--- src/rtl/pipelined_adder.sv ---
// Pipelined N-bit adder/subtractor: one W-bit chunk resolved per stage, carry registered
// between stages, valid/ready stream handshake with a global advance/stall.
module pipelined_adder #(
  parameter int N      = 32,
  parameter int STAGES = 4
) (
  input  logic         clk,
  input  logic         rst_n,
  input  logic         in_valid,
  output logic         in_ready,
  input  logic [N-1:0] a,
  input  logic [N-1:0] b,
  input  logic         cin,
  input  logic         sub,
  output logic         out_valid,
  input  logic         out_ready,
  output logic [N-1:0] s,
  output logic         cout,
  output logic         ovf,
  output logic         zero
);

  localparam int W = N / STAGES;

  logic [N-1:0]      aQ     [STAGES];
  logic [N-1:0]      bxQ    [STAGES];
  logic [N-1:0]      resQ   [STAGES];
  logic [STAGES-1:0] carryQ;
  logic [STAGES-1:0] validQ;
  logic              ovfQ;
  logic              zeroQ;

  logic [N-1:0]      aD     [STAGES];
  logic [N-1:0]      bxD    [STAGES];
  logic [N-1:0]      resD   [STAGES];
  logic [STAGES-1:0] carryD;
  logic [STAGES-1:0] validD;
  logic              ovfD;
  logic              zeroD;

  logic [N-1:0]      aIn;
  logic [N-1:0]      bxIn;
  logic [N-1:0]      resIn;
  logic              cIn;
  logic              vIn;
  logic [W:0]        chunkSum;
  logic              adv;

  // The whole pipeline moves only when the output slot is free or being drained.
  assign adv      = !validQ[STAGES-1] || out_ready;
  assign in_ready = adv;

  // Stage k takes the previous register (or the ports for k=0) and resolves chunk k.
  always_comb begin
    aIn      = a;
    bxIn     = sub ? ~b : b;
    resIn    = '0;
    cIn      = cin;
    vIn      = in_valid;
    chunkSum = '0;
    for (int k = 0; k < STAGES; k++) begin
      if (k > 0) begin
        aIn   = aQ[(k > 0) ? k - 1 : 0];
        bxIn  = bxQ[(k > 0) ? k - 1 : 0];
        resIn = resQ[(k > 0) ? k - 1 : 0];
        cIn   = carryQ[(k > 0) ? k - 1 : 0];
        vIn   = validQ[(k > 0) ? k - 1 : 0];
      end
      chunkSum = {1'b0, aIn[k*W +: W]} + {1'b0, bxIn[k*W +: W]} + {{W{1'b0}}, cIn};
      resD[k]            = resIn;
      resD[k][k*W +: W]  = chunkSum[W-1:0];
      carryD[k]          = chunkSum[W];
      aD[k]              = aIn;
      bxD[k]             = bxIn;
      validD[k]          = vIn;
    end
    // Carry into the MSB recovered from the sum bit itself: a ^ bx ^ sum.
    ovfD  = aD[STAGES-1][N-1] ^ bxD[STAGES-1][N-1] ^ resD[STAGES-1][N-1] ^ carryD[STAGES-1];
    zeroD = (resD[STAGES-1] == '0);
  end

  always_ff @(posedge clk or negedge rst_n) begin
    if (!rst_n) begin
      for (int k = 0; k < STAGES; k++) begin
        aQ[k]   <= '0;
        bxQ[k]  <= '0;
        resQ[k] <= '0;
      end
      carryQ <= '0;
      validQ <= '0;
      ovfQ   <= 1'b0;
      zeroQ  <= 1'b0;
    end else if (adv) begin
      validQ <= validD;
      for (int k = 0; k < STAGES; k++) begin
        if (validD[k]) begin
          aQ[k]     <= aD[k];
          bxQ[k]    <= bxD[k];
          resQ[k]   <= resD[k];
          carryQ[k] <= carryD[k];
        end
      end
      if (validD[STAGES-1]) begin
        ovfQ  <= ovfD;
        zeroQ <= zeroD;
      end
    end
  end

  assign out_valid = validQ[STAGES-1];
  assign s         = resQ[STAGES-1];
  assign cout      = carryQ[STAGES-1];
  assign ovf       = ovfQ;
  assign zero      = zeroQ;

endmodule

--- config.mk ---
export PLATFORM = sky130hd
export DESIGN_NAME = pipelined_adder
export DESIGN_NICKNAME = d
export VERILOG_FILES = /design/src/rtl/pipelined_adder.sv
export SDC_FILE = /design/constraint.sdc
export NUM_CORES = 1
export LEC_CHECK = 0
export BUFFER_PORTS_ARGS = -buffer_cell sky130_fd_sc_hd__buf_2
export CORE_MARGIN = 1.5
export CORE_UTILIZATION = 45
export CTS_BUF_LIST = sky130_fd_sc_hd__clkbuf_16
export DETAILED_ROUTE_END_ITERATION = 16
export PLACE_DENSITY = 0.67
export SYNTH_ARGS = -nofsm -noshare
export SYNTH_HDL_FRONTEND = slang
export SYNTH_SLANG_ARGS = --single-unit
--- constraint.sdc ---
create_clock -name clk -period 2.1 [get_ports clk]
set_input_delay 0.42 -clock clk [delete_from_list [all_inputs] [get_ports clk]]
set_output_delay 0.42 -clock clk [all_outputs]
set_load 0.1 [all_outputs]
=== After elaboration in Yosys (flattened, before gate mapping) ===
Index checks and enable logic that the tools add are counted.

* Logic and storage cells: 37
* Bits in registers: 282
* Bits of input ports: 70
* Output and inout bits: 37

* Add/subtract/negate cells: 8
* Mux-type cells: 1
* Reduce and logical (&&, ||, !) cells: 7
* Bitwise logic cells: 4

{| class="wikitable"
|+ Operators by type and width
! cell !! number
|-
| adder 8 x 8 -> 9 bit || 4
|-
| adder 9 x 1 -> 9 bit || 4
|-
| logical NOT 32 bit || 1
|-
| two-way mux 32 bit || 1
|-
| inverter 32 bit || 1
|-
| AND reduction 2 bit || 4
|-
| bitwise XOR 1 bit || 3
|-
| logical NOT 1 bit || 1
|-
| logical OR 1 bit || 1
|}

=== Logic depth before layout (Yosys ltp) ===
Gate-level depths: netlist of run 1.

* Word-level depth: 4
* Depth in mapped cells: 12
* Depth with buffers taken out: 10

=== Least setup slack after synthesis of run 1 ===
OpenSTA, ideal clock, no wires.

* Kind: in2reg
* Start: input port sub
* End: register carryQ[0]
* Required time: 1.968 ns
* Stages on the path: 12
* Buffers on the path: 2
* Arrival: 2.555 ns
* Path slack: -0.587 ns
* Cells stage by stage: clkbuf_1 > buf_2 > xnor2_1 > fa_1 > inv_1 > fa_1 > a21o_1 > a21oi_1 > o21ai_0 > a21o_1 > a211oi_1 > a21oi_1

* Longest elaborated chain between the ends: 3

{| class="wikitable"
|+ RTL lines
! what !! RTL line !! text
|-
| from (decl) || 14 || <nowiki>input logic sub,</nowiki>
|-
| two-way mux 32 bit || 56 || <nowiki>bxIn = sub ? ~b : b;</nowiki>
|-
| adder 8 x 8 -> 9 bit || 69 || <nowiki>chunkSum = {1'b0, aIn[k*W +: W]} + {1'b0, bxIn[k*W +: W]} + {{W{1'b0}}, cIn};</nowiki>
|-
| adder 9 x 1 -> 9 bit || 69 ||
|-
| to (signal, indexed assignment) || 100 || <nowiki>carryQ[k] <= carryD[k];</nowiki>
|-
| to (decl) || 28 || <nowiki>logic [STAGES-1:0] carryQ;</nowiki>
|}

No other way between the ends.
A chain may end at the register's enable or synchronous reset.

=== Worst setup path in the final report of run 1 ===
* Start: register carryQ[2]
* End: register zeroQ, in the netlist zero

* Longest elaborated chain between the ends: 2

{| class="wikitable"
|+ RTL lines
! what !! RTL line !! text
|-
| adder 9 x 1 -> 9 bit || 69 ||
|-
| logical NOT 32 bit || 79 || <nowiki>zeroD = (resD[STAGES-1] == '0);</nowiki>
|-
| to (signal assigned) || 105 || <nowiki>zeroQ <= zeroD;</nowiki>
|-
| to (decl) || 31 || <nowiki>logic zeroQ;</nowiki>
|}

No other way between the ends.

==> reports/results.tsv, run 1 <==
stage	metric	value	unit
outcome	run status	finished with violations	
outcome	failing checks	negative setup slack	
finish	layout cells sized above 1	40.97	%
hold_path	hold path cells	2	
placed_design	pre-CTS WS	-0.2958	ns
sta	Worst Max-Slew Pin Slew	0.5102	ns
finish	Area Growth Syn to Fin	21.26	%
pwr	pwr dens	1788	nW/um2
synthesis	Syn. warnings	0	
synthesis	area leader, netlist	dfrtp_1	
synthesis	syn_area_per_cell	12.48	um2
cts	Worst-path clk slew	0.07	ns
die	die area	19600	um2
setup_path	CP required	2.44	ns
route	final wirelength	17280	um
die	core area	18210	um2
route	Met1 Wirelength	8120	um
sta	Tcrit/Tclk final	105.5	%
global_routing	first-pass GRT wire length	28470	um
hold_path	Hold Startpoint	a[10]	
setup_path	CP Max Fanout	2	
setup_path	worst reg2reg path depth	9	
synthesis	ys flop type	dfrtp_1	
global_routing	vias in the first global route	5674	
die	die width	140.0	um
sta	Final WS setup	-0.1164	ns
route	top sig layer	met4	
global_routing	pin count of the biggest net entering global routing	48	
cts	Clock H-tree levels	4	
sta	Pins Over Slew Limit	0	
finish	final net count	920	
sta	final setup vio count	2	
sta	clk_skew	0.007659	ns
setup_path	Crit. End Element	flip-flop	
synthesis	Seq cells post-synth	186	
placed_design	dpl hpwl	12770	um
pwr	Leakage Power	4.741	nW
die	io pins	107	
sta	f_max	451.2	MHz
cts	cts bufs inserted	17	
die	Initial Utilization	46.39	%
route	Starting DRT DRC Count	254	
route	wire per inst	16.39	um
sta	slew margin rel.	65.54	%
synthesis	post-synth top area share	55.10	%
die	die height	140.0	um
placed_design	# placed instances	1020	
finish	final core occ	56.25	%
sta	RSZ-0062 raised after global routing	yes	
finish	antenna cell count	0	
synthesis	net count after synthesis	783	
synthesis	cell count after synthesis	677	
flow_run	number of max-cap violations	0	
placed_design	Post-DP Area	9572	um2
cts	clock root buffer	clkbuf_16	
sta	hold slack	0.2123	ns
route	Met2 Wirelength	8208	um
cts	TritonCTS clock tree	built	
synthesis	Seq/Total Area, Yosys	55.10	%
global_routing	GRT Total Usage	18.66	%
synthesis	Synth area leaders	dfrtp_1 (55%), mux2_2 (17%), ha_1 (4.1%), xnor2_1 (3.5%), o21ai_0 (3.2%)	
synthesis	synth cell count leaders	dfrtp_1 (186), mux2_2 (127), nand2_1 (62), o21ai_0 (54), xnor2_1 (34)	
setup_path	Reg2Reg Launch Point	carryQ[2]	
setup_path	WP data arrival	2.56	ns
route	drt pass-1 iters	4	
sta	crit path time final	2.216	ns
sta	Hold Vio Cnt, Final	0	
global_routing	total grt overflow	0	
route	DRC	0	
setup_path	Critical Path Start	carryQ[2]	
synthesis	Synth async-reset ratio	100.0	%
hold_path	Min-Delay Path Class	in -> reg	
route	vias per inst	5.155	
route	Vias	5433	
placed_design	Final GP Congestion	0.8389	
cts	Sink Count	186	
synthesis	Cell variety after synth	37	
synthesis	EDFF count, synth	0	
global_routing	initial antenna violation count	0	
setup_path	WS Path Type	reg -> reg	
route	WL met3	626	um
placed_design	number of buffers added on ports	106	
finish	non-filler cells, final	1054	
route	Post-DRT Antenna Nets	0	
sta	final setup TNS	-0.1313	ns
finish	Final Instance Area	10240	um2
pwr	Overall Power	18.31	mW
synthesis	most numerous cell in the Yosys netlist	dfrtp_1	
pwr	peak supply drop	833.7	uV
cts	clk buf depth	2	
synthesis	Mapped Area	8447	um2
setup_path	CP Launch Type	flip-flop	
cts	Skew-Pair Late Insertion Delay	0.43	ns
die	Std-Cell Rows	49	
==> placed cells by master, fill, tap and decap left out, drive strengths merged, types with 10 or more instances in the layout <==
cell type  netlist  layout
dfrtp          186     186
ha              28      28
buf             19     145
o21ai           54      54
xnor2           34      34
a21oi           15      15
xor2            14      14
clkbuf          10      18
mux2           127     127
nand2           62      62
inv             24      25
nor2            16      16
nor3            10      10
==> path summary, 6_finish.rpt <==
path / to / slack (ns)
worst min-delay path: aD[74] / 0.21
max in group asynchronous: resIn[1] / 0.98
min in group asynchronous: bxD[74] / 0.47
worst max-delay path: zero / -0.12
worst max register to register: zero / -0.12
worst min register to register: resD[67] / 0.48
==> metal layers <==
| layer | global-route usage [%] | vias to the layer above |
|---|---|---|
| li1 | - | 2639 |
| met1 | 24.53 | 2671 |
| met2 | 30.45 | 98 |
| met3 | 4.034 | 25 |
| met4 | 7.202 | 0 |
| met5 | 0 | - |
==> worst max-delay path: stages (launching register included) <==
cell and delay [ns]:
dfrtp_1 0.38, fa_2 0.24, inv_2 0.04, fa_1 0.49, nor4b_4 0.18, nand4_1 0.13
nor4_2 0.14, and4b_1 0.23, nand4_1 0.11, o31ai_2 0.19
==> repair_timing <==
item / in CTS / in global routing
gates resized for setup: 10 / 26
endpoints found under the hold margin: 42 / 0
setup buffers: 1 / 2
hold buffers: 1 / 0
setup endpoints to repair: 8 / 13
pin swaps: 8 / 10
==> layout make-up <==
cell class	count	area (um2)
fillers	1531	7966
flip-flops and latches	186	4654
multi-input cells	438	3704
repair buffers	147	952.2
clock buffers	17	425.4
well taps	229	286.5
clock inverters	13	130.1
inverters	24	90.09
==> registers in the layout, summed over array words and instances (netlist names) <==
register	count
aIn	8
validQ	4
zero	1
carryQ	4
bxIn	8
s	32
bxD	40
ovf	1
resIn	24
resD	24
aD	40
==> logic make-up after synthesis <==
group	after synthesis	synth area share [%]
DFF	186	55.10
muxes	127	16.93
and+or+nand+nor	120	6.769
AOI/OAI and AO/OA	107	7.540
buffers and inverters	53	2.637
xor gates and xnor gates	48	4.977
adders and majority gates	36	6.044
==> report_power, final <==
group,switching (mW),leakage [nW],internal (mW)
clock network,1.31,0.262,1.72
registers,1.05,2.25,5.19
logic,5.49,2.23,3.56
(Power assumes the default switching activity.)
==> run 2: changes to the inputs <==
- TNS_END_PERCENT: default -> 20
==> run 2 against run 1 <==
Against the previous run:
- the run still ends with negative setup slack left
- die area unchanged
- final cell count grew 0.38%
- via count up 0.28%
- critical path type unchanged
- largest power group unchanged
- highest routed layer unchanged
==> reports/results.tsv, run 2 (synthesis results as in run 1) <==
stage	metric	value	unit	change
global_routing	pin count of the biggest net entering global routing	71		was 48
setup_path	WP data arrival	2.56	ns	about the same
setup_path	reg2reg end	zero		unchanged
placed_design	Final GP Congestion	0.9110		was 0.8389
setup_path	worst reg-to-reg setup slack	-0.13	ns	was -0.12 ns
setup_path	worst reg2reg path depth	9		unchanged
global_routing	GRT Total Usage	18.48	%	was 18.66%
sta	final setup TNS	-0.1278	ns	was -0.1313 ns
global_routing	total grt overflow	0		unchanged
route	drt pass-1 iters	4		unchanged
hold_path	Hold Startpoint	a[10]		unchanged
sta	Pins Over Slew Limit	0		unchanged
sta	Tcrit/Tclk final	106.1	%	was 105.5%
setup_path	Reg2Reg Launch Point	carryQ[2]		unchanged
finish	Area Growth Syn to Fin	22.03	%	was 21.26%
finish	final net count	922		was 920
sta	f_max	448.9	MHz	was 451.2 MHz
finish	antenna cell count	0		unchanged
sta	clk_skew	0.005119	ns	was 0.007659 ns
finish	Multi-input gate area	3704	um2	unchanged
die	Initial Utilization	46.39	%	unchanged
route	Post-DRT Antenna Nets	0		unchanged
cts	cts bufs inserted	17		unchanged
placed_design	number of buffers added on ports	106		unchanged
finish	layout cells sized above 1	40.17	%	was 40.97%
cts	clock root buffer	clkbuf_16		unchanged
sta	Final WS setup	-0.1278	ns	was -0.1164 ns
pwr	Leakage Power	4.791	nW	was 4.741 nW
outcome	failing checks	negative setup slack		unchanged
cts	Sink Count	186		unchanged
placed_design	# placed instances	1023		was 1020
finish	register area	4654	um2	unchanged
placed_design	Post-DP Area	9588	um2	was 9572 um2
global_routing	first-pass GRT wire length	28430	um	was 28470 um
finish	Final Instance Area	10310	um2	was 10240 um2
route	final wirelength	17040	um	was 17280 um
pwr	peak supply drop	678.3	uV	was 833.7 uV
route	Starting DRT DRC Count	219		was 254
setup_path	Cell Chain, Critical Path	fa_2 > inv_2 > fa_1 > nor4b_4 > nand4_1 > nor4_2 > and4b_1 > nand4_1 > o31ai_1		was fa_2 > inv_2 > fa_1 > nor4b_4 > nand4_1 > nor4_2 > and4b_1 > nand4_1 > o31ai_2
sta	crit path time final	2.228	ns	was 2.216 ns
die	core area	18210	um2	unchanged
global_routing	initial antenna violation count	0		unchanged
setup_path	CP Max Fanout	2		unchanged
sta	slew margin rel.	66.20	%	was 65.54%
global_routing	vias in the first global route	5792		was 5674
sta	RSZ-0062 raised after global routing	yes		unchanged
die	die width	140.0	um	unchanged
cts	Worst-path clk slew	0.07	ns	about the same
finish	commonest non-fill, non-tap cell in the layout	dfrtp_1		unchanged
cts	Skew-Pair Late Insertion Delay	0.43	ns	about the same
cts	TritonCTS clock tree	built		unchanged
setup_path	slowest CP cell	fa_1		unchanged
setup_path	CP Launch Type	flip-flop		unchanged
die	die area	19600	um2	unchanged
die	Std-Cell Rows	49		unchanged
route	wire per inst	16.11	um	was 16.39 um
cts	clk buf depth	2		unchanged
cts	Clock H-tree levels	4		unchanged
hold_path	Min-Delay Path Class	in -> reg		unchanged
finish	non-filler cells, final	1058		was 1054
outcome	run status	finished with violations		unchanged
hold_path	Hold Crit Endpoint	aD[74]		unchanged
sta	hold slack	0.2189	ns	was 0.2123 ns
pwr	pwr dens	1801	nW/um2	was 1788 nW/um2
placed_design	dpl hpwl	12810	um	was 12770 um
sta	Hold Vio Cnt, Final	0		unchanged
die	die height	140.0	um	unchanged
finish	fillers	1493		was 1531
setup_path	Worst path most repeated cell	nand4_1		unchanged
setup_path	WS Path Type	reg -> reg		unchanged
setup_path	Crit. End Element	flip-flop		unchanged
setup_path	CP required	2.43	ns	was 2.44 ns
setup_path	critical path's top delay family	simple AND/OR/NAND/NOR gates		unchanged
setup_path	critical path's largest stage delay	0.51	ns	was 0.49 ns
sta	Worst Max-Slew Pin Slew	0.5024	ns	was 0.5102 ns
sta	final setup vio count	1		was 2
route	Vias	5448		was 5433
flow_run	number of max-cap violations	0		unchanged
finish	commonest cells after routing, fill and taps aside	dfrtp_1 (186), mux2_2 (127), buf_2 (104)		unchanged
route	vias per inst	5.149		was 5.155
route	DRC	0		unchanged
hold_path	hold path cells	2		unchanged
setup_path	Bufs and invs on worst path	1		unchanged
die	io pins	107		unchanged
[run 2: cell type report]
| cell class | count | area share (%) |
|---|---|---|
| inverters | 24 | 0.8740 |
| repair buffers | 149 | 9.383 |
| flip-flops and latches | 186 | 45.16 |
| clock inverters | 15 | 1.748 |
| multi-input cells | 438 | 35.93 |
| well taps | 229 | 2.780 |
| clock buffers | 17 | 4.127 |
[run 2: through the flow]
| step | power (mW) | setup slack [ns] | utilization, % |
|---|---|---|---|
| 4_1_cts | 18.47 | -0.1373 | 56.28 |
| 5_1_grt | 19.65 | -0.2608 | 56.61 |
| 3_5_place_dp | 15.02 | -0.3061 | 52.66 |
| 2_1_floorplan | 12.72 | -0.2455 | - |
| 6_report | 18.57 | -0.1278 | 56.61 |
| 3_3_place_gp | 14.67 | -0.2201 | 52.66 |
[run 2: layer usage]
layer	part of all wire (%)	wire [um]	global-route usage, %	vias up
met5	0	0	0	-
met4	1.8	299	6.094	0
met3	3.5	601	4.068	22
met2	47	7992	30.01	110
met1	48	8151	24.78	2671
li1	-	-	-	2645
[run 2: worst reg2reg max path, cell delays in order (launching register included)]
cell and delay, ns:
dfrtp_1 0.38, fa_2 0.23, inv_2 0.04, fa_1 0.51
nor4b_4 0.20, nand4_1 0.13, nor4_2 0.14, and4b_1 0.22
nand4_1 0.10, o31ai_1 0.20
[run 2: worst max-delay path by stage]
stage          cells after the start   endpoint  startpoint  slack, ns
2_1_floorplan                     12  carryQ[0]         sub      -0.25
3_3_place_gp                      11  carryQ[0]         sub      -0.22
3_5_place_dp                       9   resD[71]         sub      -0.31
4_1_cts                            9       zero   carryQ[2]      -0.14
5_1_grt                            9       zero   carryQ[2]      -0.26
6_report                           9       zero   carryQ[2]      -0.13
[run 2: where the power goes]
group | switching, mW | internal, mW
logic | 5.50 | 3.56
clock network | 1.31 | 1.97
registers | 1.04 | 5.19
[run 2: repair_timing]
| action | in CTS | in global routing |
|---|---|---|
| setup buffers | 2 | 0 |
| endpoints found under the setup margin | 8 | 11 |
| hold endpoints to repair | 37 | 0 |
| resized for setup | 9 | 17 |
| pin swaps | 7 | 5 |
| hold buffers | 1 | 0 |
==> run 3: changes to the inputs <==
- ABC_AREA: default -> 1
==> run 3 against run 2 <==
Against the previous run:
- the flow now finishes without violations
- sequential share of layout area increased by 1.3 points
- critical path depth increased by 3
- worst hold slack got worse by 0.046 ns
- first-iteration DRC count increased by 40%
- largest cell class unchanged
- largest power group unchanged
==> reports/results.tsv, run 3 <==
stage	metric	value	unit	change
synthesis	EDFF count, synth	0		unchanged
finish	non-filler cells, final	1340		was 1058
cts	cts bufs inserted	17		unchanged
cts	clk buf depth	2		unchanged
cts	Sink Count	186		unchanged
setup_path	slowest CP cell	dfrtp_1		was fa_1
sta	RSZ-0062 raised after global routing	no		was yes
synthesis	syn_area_per_cell	8.715	um2	was 12.48 um2
setup_path	WS Path Type	reg -> reg		unchanged
sta	final setup vio count	0		was 1
sta	hold slack	0.1730	ns	was 0.2189 ns
setup_path	Cell Chain, Critical Path	fa_2 > inv_1 > fa_2 > inv_1 > nand3_1 > nand2_1 > nand2_1 > nand2_1 > nand2_1 > nand2_1 > a21oi_2 > o21ai_0		was fa_2 > inv_2 > fa_1 > nor4b_4 > nand4_1 > nor4_2 > and4b_1 > nand4_1 > o31ai_1
synthesis	Seq/Total Area, Yosys	53.94	%	was 55.10%
cts	TritonCTS clock tree	built		unchanged
setup_path	Worst path most repeated cell	nand2_1		was nand4_1
sta	clk_skew	0.007953	ns	was 0.005119 ns
route	final wirelength	17530	um	was 17040 um
setup_path	critical path's largest stage delay	0.40	ns	was 0.51 ns
sta	f_max	527.0	MHz	was 448.9 MHz
die	Initial Utilization	45.97	%	was 46.39%
die	Std-Cell Rows	50		was 49
finish	layout cells sized above 1	15.01	%	was 40.17%
setup_path	Crit. End Element	flip-flop		unchanged
synthesis	synth cell count leaders	nand2_1 (392), dfrtp_1 (186), o21ai_0 (84), inv_1 (78), nor2_1 (36)		was dfrtp_1 (186), mux2_2 (127), nand2_1 (62), o21ai_0 (54), xnor2_1 (34)
setup_path	CP required	2.41	ns	was 2.43 ns
placed_design	number of buffers added on ports	106		unchanged
synthesis	cell count after synthesis	990		was 677
synthesis	post-synth top area share	53.94	%	was 55.10%
cts	Setup Buffers After CTS	0		was 2
synthesis	Cell variety after synth	32		was 37
cts	Clock H-tree levels	4		unchanged
setup_path	CP Max Fanout	3		was 2
global_routing	vias in the first global route	6007		was 5792
cts	clock root buffer	clkbuf_16		unchanged
hold_path	hold path cells	3		was 2
outcome	run status	complete, no violations		was finished with violations
route	vias per inst	4.728		was 5.149
global_routing	total grt overflow	0		unchanged
finish	fillers	1803		was 1493
finish	Area Growth Syn to Fin	16.21	%	was 22.03%
setup_path	Bufs and invs on worst path	2		was 1
finish	commonest cells after routing, fill and taps aside	nand2_1 (392), dfrtp_1 (185), buf_2 (105)		was dfrtp_1 (186), mux2_2 (127), buf_2 (104)
route	drt pass-1 iters	4		unchanged
placed_design	Final GP Congestion	0.8086		was 0.9110
die	die area	20010	um2	was 19600 um2
route	Post-DRT Antenna Nets	0		unchanged
setup_path	critical path's top delay family	adder cells		was simple AND/OR/NAND/NOR gates
synthesis	Syn. warnings	0		unchanged
synthesis	Mapped Area	8628	um2	was 8447 um2
die	core area	18770	um2	was 18210 um2
sta	slew margin rel.	62.97	%	was 66.20%
sta	Tcrit/Tclk final	90.35	%	was 106.1%
setup_path	Crit path depth	12		was 9
pwr	Leakage Power	5.319	nW	was 4.791 nW
synthesis	area leader, netlist	dfrtp_1		unchanged
route	DRC	0		unchanged
sta	Worst Max-Slew Pin Slew	0.5555	ns	was 0.5024 ns
hold_path	Min-Delay Path Class	in -> reg		unchanged
sta	Hold Vio Cnt, Final	0		unchanged
synthesis	net count after synthesis	1096		was 783
setup_path	CP Launch Type	flip-flop		unchanged
route	Vias	6336		was 5448
synthesis	Seq cells post-synth	186		unchanged
cts	Skew-Pair Late Insertion Delay	0.44	ns	was 0.43 ns
placed_design	dpl hpwl	12620	um	was 12810 um
route	Starting DRT DRC Count	307		was 219
setup_path	worst reg2reg path depth	12		was 9
cts	Worst-path clk slew	0.07	ns	about the same
global_routing	GRT Total Usage	18.91	%	was 18.48%
die	die height	141.5	um	was 140.0 um
global_routing	first-pass GRT wire length	29920	um	was 28430 um
setup_path	WP data arrival	2.21	ns	was 2.56 ns
global_routing	initial antenna violation count	0		unchanged
pwr	pwr dens	1632	nW/um2	was 1801 nW/um2
sta	Pins Over Slew Limit	0		unchanged
placed_design	# placed instances	1307		was 1023
die	io pins	107		unchanged
synthesis	most numerous cell in the Yosys netlist	nand2_1		was dfrtp_1
flow_run	number of max-cap violations	0		unchanged
route	wire per inst	13.09	um	was 16.11 um
synthesis	Synth async-reset ratio	100.0	%	unchanged
finish	final net count	1199		was 922
pwr	peak supply drop	754.1	uV	was 678.3 uV
finish	antenna cell count	0		unchanged
finish	commonest non-fill, non-tap cell in the layout	nand2_1		was dfrtp_1
die	die width	141.5	um	was 140.0 um
sta	crit path time final	1.897	ns	was 2.228 ns
global_routing	pin count of the biggest net entering global routing	56		was 71
synthesis	Synth area leaders	dfrtp_1 (54%), nand2_1 (17%), o21ai_0 (4.9%), ha_1 (4.1%), inv_1 (3.4%)		was dfrtp_1 (55%), mux2_2 (17%), ha_1 (4.1%), xnor2_1 (3.5%), o21ai_0 (3.2%)
synthesis	ys flop type	dfrtp_1		unchanged
==> run 3: metrics by stage <==
stage | TNS, ns | area (um2) | power, mW | setup slack [ns] | utilization (%)
6_report | 0 | 10030 | 16.37 | 0.2026 | 53.43
5_1_grt | 0 | 10030 | 17.66 | 0.009204 | 53.43
4_1_cts | 0 | 10020 | 16.50 | 0.1250 | 53.40
3_5_place_dp | 0 | 9414 | 13.18 | 0.02942 | 50.16
3_3_place_gp | 0 | 9414 | 13.04 | 0.08277 | 50.16
2_1_floorplan | -0.02417 | 8630 | 11.58 | -0.02417 | -
==> run 3: final timing paths <==
check	from	endpoint	slack, ns
setup / recovery	carryQ[2]	ovf	0.20
hold reg to reg	aD[61]	aIn[29]	0.47
max in group asynchronous	rst_n	bxD[57]	0.91
setup reg to reg	carryQ[2]	ovf	0.20
min in group asynchronous	rst_n	bxD[93]	0.52
hold / removal	a[21]	aD[85]	0.17
==> run 3: final cells by class <==
type / count / area (um2) / area share [%]
Sequential cell: 186 / 4656 / 46.43
Multi-Input combinational cell: 682 / 3443 / 34.34
Clock buffer: 17 / 425.4 / 4.243
Tap cell: 234 / 292.8 / 2.920
Inverter: 82 / 312.8 / 3.120
Clock inverter: 15 / 172.7 / 1.722
Timing Repair Buffer: 124 / 724.4 / 7.225
==> run 3: kinds of logic after synthesis <==
group,after synthesis,share of synthesized area [%]
flops,186,53.94
buf+inv,122,6.206
simple gates,471,21.72
compound gates,135,8.149
fa+ha+maj,36,5.916
xor+xnor,40,4.060
==> run 3: per-layer routing <==
| metal | global-route usage (%) | routed length (um) |
|---|---|---|
| met1 | 28.67 | 9361 |
| met2 | 27.30 | 7294 |
| met3 | 3.814 | 653 |
| met4 | 5.914 | 224 |
| met5 | 0 | 0 |
==> run 3: power by group <==
group	leakage, nW	internal, mW	switching [mW]
Sequential	2.33	5.03	0.802
Clock	0.292	1.88	1.38
Combinational	2.70	1.95	5.33
Total	5.32	8.85	7.51
==> run 3: what timing repair did <==
action | in CTS | in global routing
endpoints found under the hold margin | 50 | 0
setup endpoints to repair | 0 | 2
hold buffers | 1 | 0
gates resized for setup | 0 | 2
==> run 3: worst register-to-register path, cell delays in order, from the launching register on <==
cell and delay [ns]:
dfrtp_1 0.40, fa_2 0.40, inv_1 0.08, fa_2 0.20, inv_1 0.05, nand3_1 0.06
nand2_1 0.08, nand2_1 0.08, nand2_1 0.07, nand2_1 0.06, nand2_1 0.06, a21oi_2 0.15
o21ai_0 0.09
